$ cat src/rtl/tx_credit_ctrl.sv
// Credit-gated transmit control: reads the local TX FIFO only while remote hold-buffer credit
// remains, and streams the fetched words onto the Aurora TX LocalLink through a 2-entry buffer.
module tx_credit_ctrl #(
   parameter int DW        = 32,
   parameter int CW        = 18,
   parameter int MARGIN    = 8,
   parameter int STALE_CYC = 4096
) (
   input  logic          clk_i,
   input  logic          reset_n_i,
   input  logic          channel_up_i,
   input  logic [DW-1:0] fifo_dat_i,
   input  logic          fifo_empty_i,
   output logic          fifo_rd_o,
   input  logic          credit_upd_i,
   input  logic [CW-1:0] credit_val_i,
   output logic [DW-1:0] tx_d_o,
   output logic          tx_src_rdy_n_o,
   input  logic          tx_dst_rdy_n_i,
   output logic [CW-1:0] credit_o,
   output logic          stale_o,
   output logic [31:0]   tx_word_cnt_o
);

   localparam int TW  = (STALE_CYC > 1) ? $clog2(STALE_CYC) : 1;
   localparam int CW1 = CW + 1;

   typedef enum logic [1:0] {
      ST_WAIT,
      ST_RUN,
      ST_STALE
   } state_t;

   state_t          state, state_nxt;
   logic [CW-1:0]   credit, credit_nxt;
   logic [TW-1:0]   timer, timer_nxt;

   logic            rd;
   logic            rd_vld_p1;
   logic            out_vld, skid_vld;
   logic [DW-1:0]   out_dat, skid_dat;
   logic [31:0]     word_cnt;
   logic            drain;
   logic [1:0]      fill;

   // Advertised slots minus the in-flight margin and a read consumed in the same cycle, floored at 0.
   function automatic logic [CW-1:0] sat_load(input logic [CW-1:0] val, input logic rd_now);
      logic [CW:0] ded;
      logic [CW:0] diff;
      ded  = CW1'(MARGIN) + CW1'(rd_now);
      diff = CW1'(val) - ded;
      if (CW1'(val) > ded) sat_load = diff[CW-1:0];
      else                 sat_load = '0;
   endfunction

   assign drain = out_vld & channel_up_i & ~tx_dst_rdy_n_i;
   assign fill  = 2'(out_vld) + 2'(skid_vld) + 2'(rd_vld_p1) - 2'(drain);
   assign rd    = (state == ST_RUN) & channel_up_i & (credit != '0) & ~fifo_empty_i & (fill < 2'd2);

   always_comb begin
      state_nxt  = state;
      credit_nxt = credit;
      timer_nxt  = timer;
      if (!channel_up_i) begin
         state_nxt  = ST_WAIT;
         credit_nxt = '0;
         timer_nxt  = '0;
      end else if (credit_upd_i) begin
         state_nxt  = ST_RUN;
         credit_nxt = sat_load(credit_val_i, rd);
         timer_nxt  = '0;
      end else begin
         case (state)
            ST_RUN: begin
               if (timer == TW'(STALE_CYC - 1)) begin
                  state_nxt  = ST_STALE;
                  credit_nxt = '0;
                  timer_nxt  = '0;
               end else begin
                  timer_nxt  = timer + 1'b1;
                  credit_nxt = credit - CW'(rd);
               end
            end
            ST_STALE: credit_nxt = '0;
            ST_WAIT:  credit_nxt = '0;
            default: begin
               state_nxt  = ST_WAIT;
               credit_nxt = '0;
               timer_nxt  = '0;
            end
         endcase
      end
   end

   always_ff @(posedge clk_i or negedge reset_n_i) begin
      if (!reset_n_i) begin
         state  <= ST_WAIT;
         credit <= '0;
         timer  <= '0;
      end else begin
         state  <= state_nxt;
         credit <= credit_nxt;
         timer  <= timer_nxt;
      end
   end

   // Stage p1: FIFO data for the previous read is on fifo_dat_i; shift it into out/skid.
   always_ff @(posedge clk_i or negedge reset_n_i) begin
      if (!reset_n_i) begin
         rd_vld_p1 <= 1'b0;
         out_vld   <= 1'b0;
         skid_vld  <= 1'b0;
         out_dat   <= '0;
         word_cnt  <= '0;
      end else begin
         rd_vld_p1 <= rd;
         if (drain) begin
            word_cnt <= word_cnt + 32'd1;
            if (skid_vld) begin
               out_dat  <= skid_dat;
               skid_vld <= rd_vld_p1;
            end else begin
               out_vld <= rd_vld_p1;
               if (rd_vld_p1) out_dat <= fifo_dat_i;
            end
         end else if (rd_vld_p1) begin
            if (!out_vld) begin
               out_vld <= 1'b1;
               out_dat <= fifo_dat_i;
            end else begin
               skid_vld <= 1'b1;
            end
         end
      end
   end

   // Skid data only ever loads behind a valid output entry; it needs no reset.
   always_ff @(posedge clk_i) begin
      if (rd_vld_p1 && out_vld && (!drain || skid_vld)) skid_dat <= fifo_dat_i;
   end

   assign fifo_rd_o      = rd;
   assign tx_d_o         = out_dat;
   assign tx_src_rdy_n_o = ~(out_vld & channel_up_i);
   assign credit_o       = credit;
   assign stale_o        = (state == ST_STALE);
   assign tx_word_cnt_o  = word_cnt;

   a_no_overflow: assert property (@(posedge clk_i) disable iff (!reset_n_i)
      (rd_vld_p1 && out_vld && skid_vld) |-> drain);
   a_hold_data: assert property (@(posedge clk_i) disable iff (!reset_n_i)
      (out_vld && !drain) |=> $stable(out_dat));

endmodule
$ cat config.mk
export PLATFORM = sky130hd
export DESIGN_NAME = tx_credit_ctrl
export DESIGN_NICKNAME = d
export VERILOG_FILES = /design/src/rtl/tx_credit_ctrl.sv
export SDC_FILE = /design/constraint.sdc
export NUM_CORES = 1
export LEC_CHECK = 0
export CORE_ASPECT_RATIO = 1.2
export CORE_MARGIN = 2
export CORE_UTILIZATION = 25
export DETAILED_ROUTE_END_ITERATION = 12
export PLACE_DENSITY = 0.57
export SYNTH_ARGS = -nofsm -noshare
export SYNTH_HDL_FRONTEND = slang
export SYNTH_SLANG_ARGS = --single-unit
$ cat constraint.sdc
create_clock -name clk_i -period 7.8 [get_ports clk_i]
set_input_delay 0.78 -clock clk_i [delete_from_list [all_inputs] [get_ports clk_i]]
set_output_delay 0.78 -clock clk_i [all_outputs]
set_load 0.02 [all_outputs]
==> impl_metrics.csv <==
group,metric,value,unit
setup_path,path_class,"primary input to flop",
logic_synthesis,yosys_warnings,0,
routing,routed_wl,14800,um
floorplanning,die_x,146,um
setup_path,critPathTopFamily,"simple AND/OR/NAND/NOR gates",
finish,syn_to_final_growth,40.0,%
floorplanning,rows,62,
logic_synthesis,syn_area,0.00602,mm^2
clock_tree,cts_buffers,17,
logic_synthesis,synth.net_count,599,
finish,drive_above_1_share,7.06,%
finish,nets,747,
sta,post-route-min-period,4.57,ns
floorplanning,die_y,174,um
sta,setup_tns,0,ns
setup_path,crit_fanout,7,
floorplanning,initial_core_util,25.3,%
clock_tree,postCtsHoldBufs,0,
power_and_ir_drop,p_leak,0.00345,uW
clock_tree,cts_tree,"built",
grt,grt.overflow.total,0,
grt,grt_start_max_net_pins,68,
sta,rsz0062_at_grt,"false",
power_and_ir_drop,powerDensity,278,mW/mm^2
clock_tree,ctsResizeCount,0,
setup_path,cp_slowest_stage_delay,0.68,ns
finish,num-fill-cells,2409,
placement,dp_slack,2.83,ns
sta,hold_viol_final,0,
routing,drtIter0Drc,173,
power_and_ir_drop,ir_drop,117,uV
setup_path,crit_path_frequent_cell,"ha_1",
clock_tree,cts.clk_slew.worst_paths,0.06,ns
setup_path,cpMaxStageDelayCell,"or4b_2",
sta,setup_ws,3.23,ns
routing,drtPass1Iterations,5,
routing,drc_errors,0,
routing,wire_per_inst,14.6,um
sta,max_freq,219,MHz
logic_synthesis,yosysSeqAreaShare,57.1,%
setup_path,path_cells,"clkdlybuf4s50_1 -> and3b_1 -> ha_1 -> inv_1 -> ha_1 -> a21oi_1 -> xor2_1 -> nand4b_1 -> a21oi_1 -> ha_1 -> or4b_2 -> nor3b_1 -> nand2_1 -> xor2_1 -> o22ai_1",
logic_synthesis,synth_area_per_cell,11.3,um^2
finish,antenna_cells,0,
sta,skew,0.00959,ns
placement,gp_congestion,0.796,
clock_tree,cts_root_buf,"clkbuf_16",
grt,grt_pass1_vias,4556,
clock_tree,insertion_delay,0.41,ns
sta,relSlewSlack,31.8,%
sta,fin_crit_sh,58.6,%
clock_tree,h-tree-depth,4,
clock_tree,clock-sinks,131,
grt,groute.usage.overall,12.2,%
logic_synthesis,synth_cells,533,
grt,grt_pass1_wl,24500,um
finish,fin_util,35.4,%
logic_synthesis,synth-seq-cells,131,
routing,vias_per_cell,4.40,
routing,drtAntennaViolNets,0,
setup_path,crit_arrival,4.84,ns
setup_path,cp_data_required_time,8.07,ns
clock_tree,clock_path_buffers,2,
power_and_ir_drop,power,2340,uW
logic_synthesis,async_flop_share,75.6,%
status,status,"completed",
finish,seq_area,0.00344,mm^2
floorplanning,num_io_pins,141,
logic_synthesis,synth_ff_type,"dfrtp_1",
setup_path,endpoint_kind,"flop",
sta,setup_viol,0,
setup_path,cp_num_buf_inv,2,
sta,finalMaxSlewViolations,0,
clock_tree,post_cts_buffers,0,
placement,dpl.hpwl,10500,um
routing,vias,4459,
finish,multi_input_area,0.00248,mm^2
floorplanning,core_area,0.0238,mm^2
grt,antenna_found_initial,0,
logic_synthesis,yosysUniqueCellTypes,46,
min_path,hold_path.class,"primary input to async pin",
floorplanning,dieArea,0.0253,mm^2
logic_synthesis,synth_edf_count,32,
setup_path,start_kind,"primary input",
placement,io_buffer_count,140,
sta,tightestPinTransition,1.02,ns
run,maxCapViolCount,0,
[state kept, by name, summed over array words and instances (netlist names)]
signal and cells:
credit_o 18, out_vld 1, rd_vld_p1 1, skid_dat 32, skid_vld 1, state 2
timer 12, tx_d_o 32, tx_word_cnt_o 32
[layout by cell type, fill, tap and decap left out, types with 15 or more instances in the layout]
cell type,netlist,layout
a21oi_1,39,38
clkbuf_16,0,20
clkdlybuf4s50_1,0,139
dfrtp_1,99,99
edfxtp_1,32,32
mux2i_1,33,33
nand2_1,41,40
nor2_1,60,59
nor3_1,15,15
o22ai_1,17,17
xnor2_1,44,44
xor2_1,26,26
[cell families after synthesis]
family                     synth area share, %
AOI/OAI and AO/OA                         6.40
xor gates and xnor gates                  10.2
adders and majority gates                 2.08
buffers and inverters                     2.08
DFF                                       57.1
muxes                                     5.49
and+or+nand+nor                           16.6
[cells in the mapped netlist (2+ instances only)]
| master | n | area, um^2 |
|---|---|---|
| and3_1 | 2 | 12.5 |
| or4_1 | 2 | 15.0 |
| xnor2_1 | 44 | 385 |
| inv_1 | 10 | 37.5 |
| o21ai_0 | 7 | 35.0 |
| clkbuf_1 | 5 | 18.8 |
| buf_1 | 3 | 11.3 |
| nor4_1 | 7 | 43.8 |
| a21oi_1 | 39 | 195 |
| mux2i_1 | 33 | 330 |
| nor2b_1 | 8 | 50.1 |
| xor2_1 | 26 | 228 |
| or2_2 | 2 | 12.5 |
| edfxtp_1 | 32 | 961 |
| or3_1 | 5 | 31.3 |
| nor2_1 | 60 | 225 |
| nand3_1 | 13 | 65.1 |
| o22ai_1 | 17 | 106 |
| a22o_1 | 2 | 17.5 |
| nor4_2 | 2 | 25.0 |
| nand2_1 | 41 | 154 |
| buf_6 | 2 | 22.5 |
| and4_1 | 5 | 43.8 |
| buf_2 | 4 | 20.0 |
| dfrtp_1 | 99 | 2480 |
| and2_1 | 2 | 12.5 |
| nand4_1 | 12 | 75.1 |
| ha_1 | 10 | 125 |
| or4_4 | 2 | 22.5 |
| nor3_1 | 15 | 75.1 |
| nor3b_1 | 4 | 30.0 |
| nor3_2 | 2 | 20.0 |
| nand2b_1 | 3 | 18.8 |
[final timing paths]
kind / startpoint / to / slack, ns / depth (start not counted)
worst max-delay path: channel_up_i / credit_o[11] / 3.23 / 15
worst min-delay path: reset_n_i / credit_o[6] / 0.31 / 1
worst max register to register: out_vld / credit_o[11] / 3.74 / 14
worst min register to register: tx_word_cnt_o[31] / tx_word_cnt_o[31] / 0.47 / 1
max in group asynchronous: reset_n_i / tx_d_o[4] / 6.24 / 2
min in group clk_i: tx_word_cnt_o[31] / tx_word_cnt_o[31] / 0.47 / 1
[per-layer routing]
layer	vias up	part of all wire [%]	GRT usage [%]	wire length [um]
li1	2186	-	-	-
met1	2134	46	15.8	6840
met2	129	48	19.7	7070
met3	10	5.1	3.57	758
met4	0	1.0	3.51	155
met5	-	0	0	0
[where the power goes]
| group | internal (uW) | switching (uW) | total (uW) |
|---|---|---|---|
| Clock | 535 | 321 | 856 |
| Sequential | 814 | 73.2 | 887 |
| Combinational | 283 | 315 | 598 |
| Total | 1630 | 709 | 2340 |
[area by class of cell]
cell class / count / share of cell area, %
clock buffers: 21 / 5.99
clock inverters: 11 / 1.63
inverters: 10 / 0.446
multi-input cells: 377 / 29.4
flip-flops and latches: 131 / 40.8
well taps: 320 / 4.75
repair buffers: 144 / 17.0
[through the flow]
stage          hold slack, ns  cells  cell area (um^2)
2_1_floorplan           0.469    533              6020
3_3_place_gp            0.464    982              7780
3_5_place_dp            0.465    982              7780
4_1_cts                 0.314   1014              8420
5_1_grt                 0.325   1014              8420
6_report                0.306   1014              8420
[worst register-to-register path: stages, from the launching register on]
cell,delay [ns]
dfrtp_1,0.43
and3b_1,0.29
ha_1,0.30
inv_1,0.03
ha_1,0.25
a21oi_1,0.17
xor2_1,0.17
nand4b_1,0.12
a21oi_1,0.30
ha_1,0.25
or4b_2,0.68
nor3b_1,0.54
nand2_1,0.13
xor2_1,0.15
o22ai_1,0.10
Note: power is estimated with default switching activity, not from simulation.
